<file path="config.mk">
export PLATFORM = sky130hd
export DESIGN_NAME = audio_receiver_flat
export DESIGN_NICKNAME = d
export VERILOG_FILES = /design/src/rtl/audio_pkg.sv /design/src/rtl/audio_receiver_if.sv /design/src/rtl/audio_sync.sv /design/src/rtl/audio_receiver.sv /design/src/flat_wrapper.sv
export SDC_FILE = /design/constraint.sdc
export NUM_CORES = 1
export LEC_CHECK = 0
export ABC_AREA = 1
export BUFFER_PORTS_ARGS = -buffer_cell sky130_fd_sc_hd__buf_2
export CAP_MARGIN = 15
export CORE_ASPECT_RATIO = 1.25
export CORE_MARGIN = 1
export CORE_UTILIZATION = 30
export DETAILED_ROUTE_END_ITERATION = 16
export SETUP_SLACK_MARGIN = 0.4
export SLEW_MARGIN = 20
export SYNTH_ARGS = -nofsm -noshare
export SYNTH_HDL_FRONTEND = slang
export SYNTH_SLANG_ARGS = --single-unit
export TNS_END_PERCENT = 50
</file>
<file path="constraint.sdc">
create_clock -name inp_clock -period 3.1 [get_ports inp_clock]
set_input_delay 0.62 -clock inp_clock [delete_from_list [all_inputs] [get_ports inp_clock]]
set_output_delay 0.62 -clock inp_clock [all_outputs]
set_load 0.02 [all_outputs]
</file>
<file path="src/rtl/audio_pkg.sv">
// Shared types and defaults for the I2S audio receiver.
package audio_pkg;

   localparam int unsigned SAMPLE_BITS_DEF = 16;
   localparam int unsigned CNT_BITS_DEF    = 6;

   typedef enum logic [1:0] {
      SEEK,
      SEEK_R,
      LEFT,
      RIGHT
   } rx_state_e;

   typedef logic [SAMPLE_BITS_DEF-1:0] sample_t;

   typedef struct packed {
      sample_t left;
      sample_t right;
   } sample_pair_t;

endpackage

</file>
<file path="src/rtl/audio_receiver_if.sv">
// Valid/ready parallel sample-pair interface between the receiver and its consumer.
interface audio_receiver_if #(
   parameter int unsigned SAMPLE_BITS = 16
);
   logic                   out_valid;
   logic [SAMPLE_BITS-1:0] out_left;
   logic [SAMPLE_BITS-1:0] out_right;
   logic                   inp_ready;

   modport master (output out_valid, output out_left, output out_right, input inp_ready);
   modport slave  (input out_valid, input out_left, input out_right, output inp_ready);
endinterface

</file>
<file path="src/rtl/audio_sync.sv">
// Two-flop synchronizer for one asynchronous pin.
module audio_sync (
   input  logic inp_clock,
   input  logic inp_reset,
   input  logic async_i,
   output logic sync_o
);
   logic meta_q;
   logic sync_q;

   always_ff @(posedge inp_clock or negedge inp_reset) begin
      if (!inp_reset) begin
         meta_q <= 1'b0;
         sync_q <= 1'b0;
      end else begin
         meta_q <= async_i;
         sync_q <= meta_q;
      end
   end

   assign sync_o = sync_q;
endmodule

</file>
<file path="src/rtl/audio_receiver.sv">
// I2S stereo deserializer: sclk/wclk/data sampled in the system clock domain, pairs out on valid/ready.
// Optional sticky overrun flag when AUDIO_RX_OVERRUN_EN is defined.
module audio_receiver
   import audio_pkg::*;
#(
   parameter int unsigned SAMPLE_BITS = SAMPLE_BITS_DEF,
   parameter int unsigned CNT_BITS    = CNT_BITS_DEF
) (
   input  logic             inp_clock,
   input  logic             inp_reset,
   input  logic             inp_sclk,
   input  logic             inp_wclk,
   input  logic             inp_data,
   audio_receiver_if.master rx_if
`ifdef AUDIO_RX_OVERRUN_EN
   ,
   output logic             out_overrun
`endif
);
   logic sclk_s, wclk_s, data_s;
   logic sclk_q;
   logic bit_ev_c;

   audio_sync u_sync_sclk (.inp_clock(inp_clock), .inp_reset(inp_reset), .async_i(inp_sclk), .sync_o(sclk_s));
   audio_sync u_sync_wclk (.inp_clock(inp_clock), .inp_reset(inp_reset), .async_i(inp_wclk), .sync_o(wclk_s));
   audio_sync u_sync_data (.inp_clock(inp_clock), .inp_reset(inp_reset), .async_i(inp_data), .sync_o(data_s));

   rx_state_e              state_q, state_d;
   logic [SAMPLE_BITS-1:0] sr_q, sr_d;
   logic [SAMPLE_BITS-1:0] left_q, left_d;
   logic [SAMPLE_BITS-1:0] right_q, right_d;
   logic [SAMPLE_BITS-1:0] outl_q, outl_d;
   logic [SAMPLE_BITS-1:0] outr_q, outr_d;
   logic [CNT_BITS-1:0]    cnt_q, cnt_d;
   logic                   wprev_q, wprev_d;
   logic                   frame_q, frame_d;
   logic                   valid_q, valid_d;
   logic                   ovr_q, ovr_d;
   logic [SAMPLE_BITS-1:0] shifted;
   logic [SAMPLE_BITS-1:0] closed;
   logic [31:0]            nbits;

   assign bit_ev_c = sclk_s & ~sclk_q;

   always_ff @(posedge inp_clock or negedge inp_reset) begin
      if (!inp_reset) begin
         sclk_q  <= 1'b0;
         state_q <= SEEK;
         sr_q    <= '0;
         left_q  <= '0;
         right_q <= '0;
         outl_q  <= '0;
         outr_q  <= '0;
         cnt_q   <= '0;
         wprev_q <= 1'b0;
         frame_q <= 1'b0;
         valid_q <= 1'b0;
         ovr_q   <= 1'b0;
      end else begin
         sclk_q  <= sclk_s;
         state_q <= state_d;
         sr_q    <= sr_d;
         left_q  <= left_d;
         right_q <= right_d;
         outl_q  <= outl_d;
         outr_q  <= outr_d;
         cnt_q   <= cnt_d;
         wprev_q <= wprev_d;
         frame_q <= frame_d;
         valid_q <= valid_d;
         ovr_q   <= ovr_d;
      end
   end

   always_comb begin
      state_d = state_q;
      sr_d    = sr_q;
      left_d  = left_q;
      right_d = right_q;
      outl_d  = outl_q;
      outr_d  = outr_q;
      cnt_d   = cnt_q;
      wprev_d = wprev_q;
      frame_d = 1'b0;
      valid_d = valid_q;
      ovr_d   = ovr_q;
      shifted = sr_q;
      closed  = '0;
      nbits   = '0;

      if (bit_ev_c) begin
         if (32'(cnt_q) < SAMPLE_BITS) shifted = {sr_q[SAMPLE_BITS-2:0], data_s};
         sr_d    = shifted;
         wprev_d = wclk_s;
         if (wclk_s != wprev_q) begin
            // Closing bit counts toward the channel; short channels are left-aligned.
            nbits  = 32'(cnt_q) + 32'd1;
            closed = (nbits >= SAMPLE_BITS) ? shifted : (shifted << (SAMPLE_BITS - nbits));
            sr_d   = '0;
            cnt_d  = '0;
            case (state_q)
               SEEK:    state_d = wprev_q ? LEFT : SEEK_R;
               SEEK_R:  if (wprev_q) state_d = LEFT;
               LEFT:    if (!wprev_q) begin
                           left_d  = closed;
                           state_d = RIGHT;
                        end
               RIGHT:   if (wprev_q) begin
                           right_d = closed;
                           frame_d = 1'b1;
                           state_d = LEFT;
                        end
               default: state_d = SEEK;
            endcase
         end else if (cnt_q != '1) begin
            cnt_d = cnt_q + CNT_BITS'(1);
         end
      end

      // A held, unaccepted pair wins over a newly completed frame.
      if (frame_q) begin
         if (!valid_q || rx_if.inp_ready) begin
            outl_d  = left_q;
            outr_d  = right_q;
            valid_d = 1'b1;
         end else begin
            ovr_d = 1'b1;
         end
      end else if (valid_q && rx_if.inp_ready) begin
         valid_d = 1'b0;
      end
   end

   assign rx_if.out_valid = valid_q;
   assign rx_if.out_left  = outl_q;
   assign rx_if.out_right = outr_q;

`ifdef AUDIO_RX_OVERRUN_EN
   assign out_overrun = ovr_q;
`endif
endmodule

</file>
<file path="src/flat_wrapper.sv">
// flat-port wrapper written by rule: the top's interface ports become plain ports
module audio_receiver_flat import audio_pkg::*;
#(
   parameter int unsigned SAMPLE_BITS = SAMPLE_BITS_DEF,
   parameter int unsigned CNT_BITS    = CNT_BITS_DEF
)
  (inp_clock, inp_reset, inp_sclk, inp_wclk, inp_data, rx_if_out_valid, rx_if_out_left, rx_if_out_right, rx_if_inp_ready);
  audio_receiver_if #(.SAMPLE_BITS(SAMPLE_BITS)) rx_if_i ();
  input  logic inp_clock;
  input  logic inp_reset;
  input  logic inp_sclk;
  input  logic inp_wclk;
  input  logic inp_data;
  output wire logic [$bits(rx_if_i.out_valid)-1:0] rx_if_out_valid;
  output wire logic [$bits(rx_if_i.out_left)-1:0] rx_if_out_left;
  output wire logic [$bits(rx_if_i.out_right)-1:0] rx_if_out_right;
  input wire logic [$bits(rx_if_i.inp_ready)-1:0] rx_if_inp_ready;
  assign rx_if_out_valid = rx_if_i.out_valid;
  assign rx_if_out_left = rx_if_i.out_left;
  assign rx_if_out_right = rx_if_i.out_right;
  assign rx_if_i.inp_ready = rx_if_inp_ready;
  audio_receiver #(.SAMPLE_BITS(SAMPLE_BITS), .CNT_BITS(CNT_BITS)) u_core (.inp_clock(inp_clock), .inp_reset(inp_reset), .inp_sclk(inp_sclk), .inp_wclk(inp_wclk), .inp_data(inp_data), .rx_if(rx_if_i));
endmodule
</file>
==> Word level (Yosys, flattened, before mapping) <==
Index checks and enable logic that the tools add are counted.
{ "classes": {"shifts": 1, "n_addsub": 3, "n_bitwise": 3, "n_lt_le_gt_ge": 2, "n_eq_ne": 8, "mux": 17, "reduce_logical": 13} }
{ "op_table": {"columns": ["operator", "n"], "rows": [
  ["$mux W16", 4],
  ["$ge A32 B5 Y1 const B", 1],
  ["$shl A16 B32 Y16", 1],
  ["$sub A5 B32 Y32 const A", 1],
  ["$mux W6", 2],
  ["$reduce_and A4 Y1", 3],
  ["$add A6 B1 Y7 const B", 1],
  ["$mux W1", 7],
  ["$add A6 B1 Y6 const B", 1],
  ["$lt A6 B5 Y1 const B", 1],
  ["$mux W2", 3],
  ["$ne A6 B6 Y1 const B", 1],
  ["$pmux W2 S3", 1],
  ["$reduce_and A2 Y1", 3],
  ["$eq A2 B2 Y1 const B", 2],
  ["$ne A2 B2 Y1 const B", 2],
  ["$reduce_bool A2 Y1", 2],
  ["$eq A2 B1 Y1 const B", 1],
  ["$logic_not A2 Y1", 1],
  ["$ne A2 B1 Y1 const B", 1],
  ["$not A1 Y1", 2],
  ["$reduce_or A2 Y1", 1],
  ["$and A1 B1 Y1", 1],
  ["$logic_and A1 B1 Y1", 1],
  ["other kinds (3)", 3]
]} }
{ "word_totals": {"output_inout_bits": 33, "inputBits": 6, "reg_bits": 98, "elab_cells": 64} }

==> Logic depth before layout (Yosys ltp) <==
{ "logic_depth": {"word_depth": 5, "ltp_mapped": 23, "mapped_depth_nobuf": 22} }

==> Cells and area by module <==
From an unflattened synthesis, not the netlist that was laid out.
{ "hier_totals": {"cells_unflattened": 612, "area_unflattened_um2": 4898.4} }
{ "modules_own_cells": {"columns": ["mod", "area_each_um2", "n_inst", "cells_each", "seq_area_each_um2"], "rows": [
  ["audio_receiver", 4748.3, 1, 606, 2302.2],
  ["audio_sync", 50.0, 3, 2, 50.0]
]} }

==> Worst setup path before layout <==
OpenSTA, ideal clock, no wires.
{ "synth_timing": {"kind": "reg2reg", "from": "reg u_core.cnt_q[1]", "to": "reg u_core.left_q[7]", "n_path_buf": 2, "stages_incl_launch_ff": 23, "t_required_ns": 3.017, "setup_time_ns": 0.083, "synth_period_minus_slack_ns": 2.860, "t_arrival_ns": 2.777, "path_slack_ns": 0.240, "path_cell_list": "dfrtp_1 -> ha_1 -> nand2_1 -> inv_1 -> nand3_1 -> nand2_2 -> a21oi_4 -> buf_6 -> ha_1 -> inv_1 -> nand2_1 -> nor2_1 -> nand3_1 -> nor2_4 -> buf_6 -> nand4_1 -> nand3_1 -> nand3_1 -> nand2_1 -> nand2_1 -> o21ai_2 -> nand2_1 -> o21ai_0"} }
{ "synth_between": {"elab_chain_cells": 5, "elab_cells_between_ends": 8, "cone_classes": "2 x add/sub; 2 x order compare; 1 x shift; 3 x mux"} }
{ "synth_rtl": {"columns": ["item", "line", "source"], "rows": [
  ["start: declaration", "audio_receiver.sv:34", "logic [CNT_BITS-1:0] cnt_q, cnt_d;"],
  ["start signal: assignment", "audio_receiver.sv:67", "cnt_q <= cnt_d;"],
  ["parallel branches: the longest is 4 deep, another holds $sub A5 B32 Y32", null, null],
  ["$mux W16 *", "audio_receiver.sv:98", "closed = (nbits >= SAMPLE_BITS) ? shifted : (shifted << (SAMPLE_BITS - nbits));"],
  ["end signal: assignment", "audio_receiver.sv:63", "left_q <= left_d;"],
  ["end: declaration", "audio_receiver.sv:30", "logic [SAMPLE_BITS-1:0] left_q, left_d;"]
]} }
Every way passes the cells marked *. The select of a mux whose other input is x is not followed.
A chain may end at the register's enable or synchronous reset.

==> Final worst setup path <==
{ "layout_timing": {"from": "reg u_core.cnt_q[0]", "to": "reg u_core.right_q[15]"} }
{ "layout_between": {"elab_chain_cells": 5, "elab_cells_between_ends": 8, "cone_classes": "2 x add/sub; 2 x order compare; 1 x shift; 3 x mux"} }
{ "layout_rtl": {"columns": ["item", "line", "source"], "rows": [
  ["parallel branches: the longest is 4 deep, another holds $sub A5 B32 Y32", null, null],
  ["$mux W16 *", "audio_receiver.sv:98", null],
  ["end signal: assignment", "audio_receiver.sv:64", "right_q <= right_d;"],
  ["end: declaration", "audio_receiver.sv:31", "logic [SAMPLE_BITS-1:0] right_q, right_d;"]
]} }
Marks and branches as above.

==> run metrics <==
Mapped Area=4930 sq um; DR iter-0 viols=266; post-DP HPWL=8640 um; fin crit period=2.82 ns; area share of the largest cell type after synthesis=49.7%; leak pwr=3.00 nW; Post-Synthesis Mean Instance Area=8.28 sq um; cell family with most CP delay=simple AND/OR/NAND/NOR gates; Top cell by count, worst path=nand2_1; Final Cell Area=6140 sq um; Power Dens Cells=549 nW/um^2; switch share=33.5%; core area=16100 sq um; vias in the first global route=4033; largest net degree at the start of global routing=48; DRC errors left=0; Ys Warns=0; Crit Reg-Reg Startpoint=u_core.cnt_q[0]; die footprint=17000 sq um; final setup fails=0; Hold Vio Cnt, Final=0; max_cap viols=0; Avg WL per Cell=14.0 um; Hold Crit Class=in -> async; Final nets=662; Starting Density=30.6%; GPL Wtd Cong=0.934; routed vias/inst=4.78; Yosys top cell by area=dfrtp_1; top_reg_cell synth=dfrtp_1; Mapped Nets=604; top sig layer=met4; Slowest Stage Delay on Critical Path=0.41 ns; port buffer count=38; via count=4184; synth-to-layout area growth=24.5%; top cells by area, synth=dfrtp_1, nand2_1, nand3_1; top-count cell post-synth=nand2_1; relative slew slack=56.1%; fmax=354 MHz; IO Count=39; Final period util=91.1%; antenna violations before repair=0; crit path launch type=flip-flop; FP Rows=52; Routed WL=12300 um; skew final=0.0115 ns; status=finished clean; first-pass GRT wire length=19900 um; register area share after synthesis=49.7%; unrepaired setup endpoints after global routing=true; Synth Instances=596; final core utilization=38.1%; M1 wire length=5430 um; htree depth=3; Antenna Nets Post-Route=0; critical path's slowest cell=dfrtp_2; worst slew pin tran=0.651 ns; critical-path maximum fanout=5; Clock Latency Late Sink=0.35 ns; sequential power share=43.4%; pre-CTS WS=0.169 ns; final worst setup slack=0.276 ns; number of synthesized flops with an enable pin=0; Clk pin slew, worst setup/hold paths=0.08 ns; CP Cell Sequence=buf_6 -> nand3_4 -> o21ai_4 -> nand2_2 -> a21oi_4 -> ha_4 -> inv_2 -> nand2_2 -> nor2_4 -> nand3_4 -> nor2_4 -> buf_4 -> nand4_1 -> nand3_2 -> nand2_1 -> nand2_1 -> nand3_1 -> nand3_4 -> nand2_1 -> nand2_1; worst vdd ir=0.263 mV; iteration count of the initial detailed-routing pass=4; Tot Pwr=3.37 mW; layout cell share with drive strength beyond 1=30.7%; CTS tree=built; non-filler cells, final=875; cell internal pwr=2.24 mW; Register-to-Register Path Depth=20; CTS buffer count=9; grt total ovfl=0; clk sinks=98; Clock Power Share=31.8%; Synth top cells by count=nand2_1, dfrtp_1, inv_1, nand3_1, o21ai_0; ys async rst share=100%; placed insts=842; Psw=1.13 mW; clk root buf=clkbuf_16; met3 wire len=431 um; Die Y=145 um; Buf+Inv Stages, Crit Path=3; # diodes=0; r2r setup slk=0.28 ns; gr usage total=15.1%; RR Endpoint=u_core.right_q[15]; Setup crit end kind=flip-flop; Slew Limit Fails=0; DIE WIDTH=117 um; register bit total from synthesis=98; combinational fraction of design power=24.8%; crit path DAT=3.12 ns; post-route setup TNS=0 ns; critical path startpoint=u_core.cnt_q[0]; hold_ws=0.274 ns; required time worst endpoint=3.39 ns; met2 WL=5890 um; Yosys cell types=34; Placed Area=5430 sq um; Setup CP Type=reg -> reg; Bufs on Longest Clock Path=2; # hold bufs at CTS=0
-- worst max path at each step --
| stage | endpoint | slack (ns) | cells after the start |
|---|---|---|---|
| 6_report | u_core.right_q[15] | 0.28 | 20 |
| 4_1_cts | u_core.left_q[15] | 0.32 | 21 |
| 2_1_floorplan | u_core.left_q[7] | 0.35 | 21 |
| 5_1_grt | u_core.right_q[9] | 0.06 | 21 |
| 3_5_place_dp | u_core.right_q[9] | 0.17 | 21 |
| 3_3_place_gp | u_core.right_q[9] | 0.20 | 21 |
-- cell usage in the layout (no fill, tap or decap), types with 5 or more instances in the layout --
cell / count
buf_2: 37
buf_4: 28
buf_6: 5
clkbuf_16: 9
dfrtp_1: 94
inv_1: 64
mux2_2: 20
nand2_1: 163
nand2_2: 24
nand3_1: 37
nand3_2: 24
nand3_4: 6
nand4_1: 18
nor2_1: 10
nor2_2: 5
nor2_4: 7
o21a_1: 5
o21ai_0: 40
o21ai_2: 5
o22ai_1: 16
-- registers in the layout, indices dropped and copies added, names as in the netlist --
name                       count
u_core.u_sync_wclk.sync_o      1
u_core.u_sync_sclk.sync_o      1
u_core.u_sync_data.sync_o      1
u_core.sr_q                   16
u_core.rx_if.out_valid         1
u_core.wprev_q                 1
u_core.rx_if.out_left         16
u_core.cnt_q                   6
u_core.right_q                16
u_core.rx_if.out_right        16
u_core.left_q                 16
u_core.u_sync_wclk.meta_q      1
u_core.state_q                 2
u_core.u_sync_sclk.meta_q      1
u_core.u_sync_data.meta_q      1
u_core.frame_q                 1
u_core.sclk_q                  1
-- worst register-to-register path, delay by kind of cell (launching register included) --
kind                     cells  cell delay, ns
AO/OA/AOI/OAI                2            0.34
flip-flops                   1            0.41
AND/OR/NAND/NOR             14            1.47
buffers and inverters        3            0.33
adder cells (fa/ha/maj)      1            0.22
-- final cells by class --
| type | count | area [sq um] |
|---|---|---|
| sequential | 98 | 2460 |
| clock buffer | 9 | 225 |
| fill | 1670 | 9990 |
| timing repair buffer | 70 | 452 |
| tap | 216 | 270 |
| inverter | 72 | 280 |
| multi-input combinational | 403 | 2400 |
| clock inverter | 7 | 57.6 |
-- routing by layer --
layer	track usage (%)	vias up
met1	19.5	1975
met4	7.53	0
met5	0	-
li1	-	2068
met3	2.62	36
met2	24.2	105
-- power groups by stage --
stage | clock [mW] | combinational [mW] | sequential [mW]
after detailed placement | 0 | 0.714 | 1.49
after floorplan | 0 | 0.482 | 1.50
after CTS | 1.09 | 0.738 | 1.46
after global routing | 1.16 | 0.930 | 1.48
after global placement | 0 | 0.714 | 1.48
final | 1.07 | 0.837 | 1.46
-- cells by family (layout without fill, tap and decap cells) --
| logic type | Yosys count | after routing | synth area share (%) |
|---|---|---|---|
| AND/OR/NAND/NOR | 300 | 301 | 27.3 |
| flip-flops | 98 | 98 | 49.7 |
| multiplexers | 20 | 20 | 4.57 |
| adder cells (fa/ha/maj) | 2 | 2 | 0.507 |
| buffers and inverters | 96 | 158 | 8.37 |
| AO/OA/AOI/OAI | 80 | 80 | 9.51 |
-- timing repair --
action,in CTS,in global routing
gates resized for setup,12,61
cloned,1,0
setup endpoints to repair,32,32
pin swaps,8,30
buffers inserted,11,5
Power figures use the tool's default switching activity.
